$ cat src/rtl/switch_conditioner.sv
// switch_conditioner: two-flop synchronizer plus per-bit debounce with edge pulses.
// Optional macro SWITCH_CONDITIONER_FALL_PULSE_EN builds the sw_fall pulse registers.
`default_nettype none

module switch_conditioner #(
    parameter int WIDTH           = 16,
    parameter int DEBOUNCE_CYCLES = 1_000_000
) (
    input  logic             clk,
    input  logic             rst,
    input  logic [WIDTH-1:0] sw_raw,
    output logic [WIDTH-1:0] sw_clean,
    output logic [WIDTH-1:0] sw_rise,
    output logic [WIDTH-1:0] sw_fall
);

    localparam int                 C_CNT_W = $clog2(DEBOUNCE_CYCLES + 1);
    localparam logic [C_CNT_W-1:0] C_TERM  = C_CNT_W'(DEBOUNCE_CYCLES - 1);
    localparam logic [C_CNT_W-1:0] C_ONE   = C_CNT_W'(1);

    logic [WIDTH-1:0]   r_sync1;
    logic [WIDTH-1:0]   r_sync2;
    logic [WIDTH-1:0]   r_clean;
    logic [WIDTH-1:0]   r_rise;
    logic [C_CNT_W-1:0] r_cnt [WIDTH];

    logic [WIDTH-1:0]   w_diff;
    logic [WIDTH-1:0]   w_term;
    logic [WIDTH-1:0]   w_load;

    // A bit loads only after DEBOUNCE_CYCLES consecutive mismatching samples.
    always_comb begin
        w_diff = r_sync2 ^ r_clean;
        w_term = '0;
        for (int i = 0; i < WIDTH; i++) begin
            w_term[i] = (r_cnt[i] == C_TERM);
        end
        w_load = w_diff & w_term;
    end

    always_ff @(posedge clk or posedge rst) begin
        if (rst) begin
            r_sync1 <= '0;
            r_sync2 <= '0;
            r_clean <= '0;
            r_rise  <= '0;
            for (int i = 0; i < WIDTH; i++) begin
                r_cnt[i] <= '0;
            end
        end else begin
            r_sync1 <= sw_raw;
            r_sync2 <= r_sync1;
            r_clean <= r_clean ^ w_load;
            r_rise  <= w_load & r_sync2;
            for (int i = 0; i < WIDTH; i++) begin
                if (!w_diff[i] || w_term[i]) begin
                    r_cnt[i] <= '0;
                end else begin
                    r_cnt[i] <= r_cnt[i] + C_ONE;
                end
            end
        end
    end

`ifdef SWITCH_CONDITIONER_FALL_PULSE_EN
    logic [WIDTH-1:0] r_fall;

    always_ff @(posedge clk or posedge rst) begin
        if (rst) begin
            r_fall <= '0;
        end else begin
            r_fall <= w_load & ~r_sync2;
        end
    end

    assign sw_fall = r_fall;
`else
    assign sw_fall = '0;
`endif

    assign sw_clean = r_clean;
    assign sw_rise  = r_rise;

endmodule

`default_nettype wire

$ cat config.mk
export PLATFORM = sky130hd
export DESIGN_NAME = switch_conditioner
export DESIGN_NICKNAME = d
export VERILOG_FILES = /design/src/rtl/switch_conditioner.sv
export SDC_FILE = /design/constraint.sdc
export NUM_CORES = 1
export LEC_CHECK = 0
export ABC_AREA = 1
export BUFFER_PORTS_ARGS = -buffer_cell sky130_fd_sc_hd__clkbuf_2
export CORE_MARGIN = 4
export CORE_UTILIZATION = 40
export DETAILED_ROUTE_END_ITERATION = 8
export GPL_ROUTABILITY_DRIVEN = 0
export GPL_TIMING_DRIVEN = 0
export HOLD_SLACK_MARGIN = 0.06
export SLEW_MARGIN = 10
export SYNTH_ARGS = -nofsm -noshare
export SYNTH_HDL_FRONTEND = slang
export SYNTH_SLANG_ARGS = --single-unit
$ cat constraint.sdc
create_clock -name clk -period 13.2 [get_ports clk]
set_input_delay 1.98 -clock clk [delete_from_list [all_inputs] [get_ports clk]]
set_output_delay 1.98 -clock clk [all_outputs]
set_load 0.01 [all_outputs]
==> out/summary.txt <==
DP Wirelength = 27.48 mm
post-synth cell types = 24
Cell Pwr Density = 112.5 nW/um^2
Worst-Margin Slew = 555.5 ps
final worst path period share = 0.2408
CTS tree = yes
Async SR Flop Fraction = 1.000
CP peak stage delay = 420 ps
post-synthesis cell count = 2639
outcome = complete, no violations
syn_area_per_cell = 7.653 sq um
Setup TNS = 0 ps
H-tree depth = 2
Yosys reg bits = 384
RSZ-0062 raised after global routing = no
final slew viol count = 0
Sequential Power Share = 0.468
CTS root buffer = clkbuf_16
worst-case clock skew = 17.18 ps
Clock power frac = 0.499
Routed WL per cell = 11.25 um
Crit path max-delay family = flip-flops
Worst setup EP type = output pin
hold_ws = 338.4 ps
vias = 16032
Worst Path Required = 11220 ps
DRC Markers = 0
row count = 82
hold buffer count at cts = 0
commonest non-fill, non-tap cell in the layout = nor2_1
Starting Density = 0.4034
final core occ = 0.4591
CP arrival = 1200 ps
# setup viols final = 0
CTS Sinks = 384
Routed Antenna Nets = 0
initial antenna violation count = 0
critical path, cell by cell = clkbuf_2
Max-slew headroom = 0.6297
final instance area = 22990 sq um
Die W = 232.7 um
Fmax = 314.6 MHz
Total Nets Final = 2788
TritonCTS Buffers = 46
worst hold path class = reg2reg
gr ovfl total = 0
critical path peak fanout = 4
Diodes inserted = 0
commonest non-fill, non-tap cells in the layout = nor2_1, nand2_1, dfrtp_1
largest net degree at the start of global routing = 107
Final Hold Viols = 0
Leakage = 10.06 nW
max-cap violations = 0
IO Pins = 66
final WL = 38.93 mm
CORE AREA = 50070 sq um
Worst Setup Start Kind = register
Post-synth EDFFs = 0
Top FF cell, synth = dfrtp_1
initial DRC count = 750
crit path kind = reg2out
maximum clock path buffer count = 3
post-cts sizing count = 0
DIE HEIGHT = 232.7 um
min Tclk post-route = 3179 ps
VDD IR max = 0.00008303 V
vias in the first global route = 15775
cell area after synthesis = 20200 sq um
Crit-path slowest cell = dfrtp_1
1st-pass router iterations = 5
clock-pin slew on the worst setup and hold paths = 60 ps
Clk Latency, worst-skew pair = 570 ps
number of post-CTS setup repair buffers = 0
DIE AREA = 54150 sq um
Buf+Inv Stages, Crit Path = 1
Pint = 2.022 mW
PortBufs = 49
first-pass GRT wire length = 70.10 mm
Yosys Warn Count = 0
Comb pwr share = 0.033
DR vias/cell = 4.634
fraction of layout cells with a size suffix above 1 = 0.08644
area delta synth->final = 13.82%
Seq/Total Area, Yosys = 0.4758
Net Sw Frac = 0.2178
Global Route Usage Sum = 0.1486
DP Area = 21430 sq um
Psw = 562.9 uW
-- metrics by stage --
step	worst slack [ps]	power (mW)	std cells
final	10020	2.585	3460
after global routing	9948	2.705	3460
after CTS	9961	2.646	3460
after detailed placement	9655	1.319	3378
after global placement	-3828	1.315	3375
after floorplan	549.2	1.293	2654
-- routing by layer --
layer	part of all wire	track usage
met1	0.48	0.1942
met2	0.47	0.2513
met3	0.036	0.02669
met4	0.019	0.04669
met5	0	0
-- path summary, 6_finish.rpt --
kind,from,end,slack [ps],cells past startpoint
setup / recovery,register,sw_clean[3],10020,1
hold / removal,r_sync1[8]$_DFF_PP0_,r_sync2[8]$_DFF_PP0_,340,0
setup reg to reg,r_cnt[160]$_DFF_PP0_,r_cnt[176]$_DFF_PP0_,11480,7
hold reg to reg,r_sync1[8]$_DFF_PP0_,r_sync2[8]$_DFF_PP0_,340,0
max in group asynchronous,rst,r_cnt[2]$_DFF_PP0_,10360,4
min in group asynchronous,rst,r_cnt[181]$_DFF_PP0_,1470,2
-- power by group through the flow --
| stage | clock network, mW | logic [mW] | registers, mW |
|---|---|---|---|
| after floorplan | 0 | 0.0652 | 1.23 |
| after global placement | 0 | 0.0838 | 1.23 |
| after detailed placement | 0 | 0.0887 | 1.23 |
| after CTS | 1.35 | 0.0891 | 1.21 |
| after global routing | 1.39 | 0.101 | 1.21 |
| final | 1.29 | 0.0853 | 1.21 |
-- Yosys cell counts (16+ instances only) --
library cell | n | area share
ha_1 | 16 | 0.0099
nand4_1 | 44 | 0.014
xnor2_1 | 62 | 0.027
nand3_1 | 189 | 0.047
dfrtp_1 | 384 | 0.48
o21bai_1 | 22 | 0.0082
nor2_1 | 721 | 0.13
nor3_1 | 27 | 0.0067
xor2_1 | 121 | 0.052
inv_1 | 251 | 0.047
o21ai_0 | 36 | 0.0089
buf_4 | 19 | 0.0071
nand3_2 | 23 | 0.011
nor2_2 | 32 | 0.0099
nand2_1 | 631 | 0.12
-- final cells by class --
cell class / count / area [sq um]
multi-input cells: 1979 / 9382
well taps: 672 / 840.8
clock inverters: 14 / 173.9
plain buffers: 32 / 289.0
inverters: 259 / 979.7
clock buffers: 68 / 1385
flip-flops and latches: 384 / 9609
repair buffers: 52 / 327.8
fillers: 5058 / 27080
-- cell families after synthesis --
logic type | Yosys count | synth area share
AOI/OAI and AO/OA | 71 | 0.02032
xor gates and xnor gates | 183 | 0.07936
adders and majority gates | 16 | 0.009913
buffers and inverters | 291 | 0.06245
DFF | 384 | 0.4758
other | 1 | 0.0001857
and+or+nand+nor | 1693 | 0.3520
-- flip-flops by register name, summed over array words and instances, names as in the netlist, named ones only --
name,flops
r_cnt,320
r_sync1,16
sw_rise,16
r_sync2,16
(Power assumes the default switching activity.)
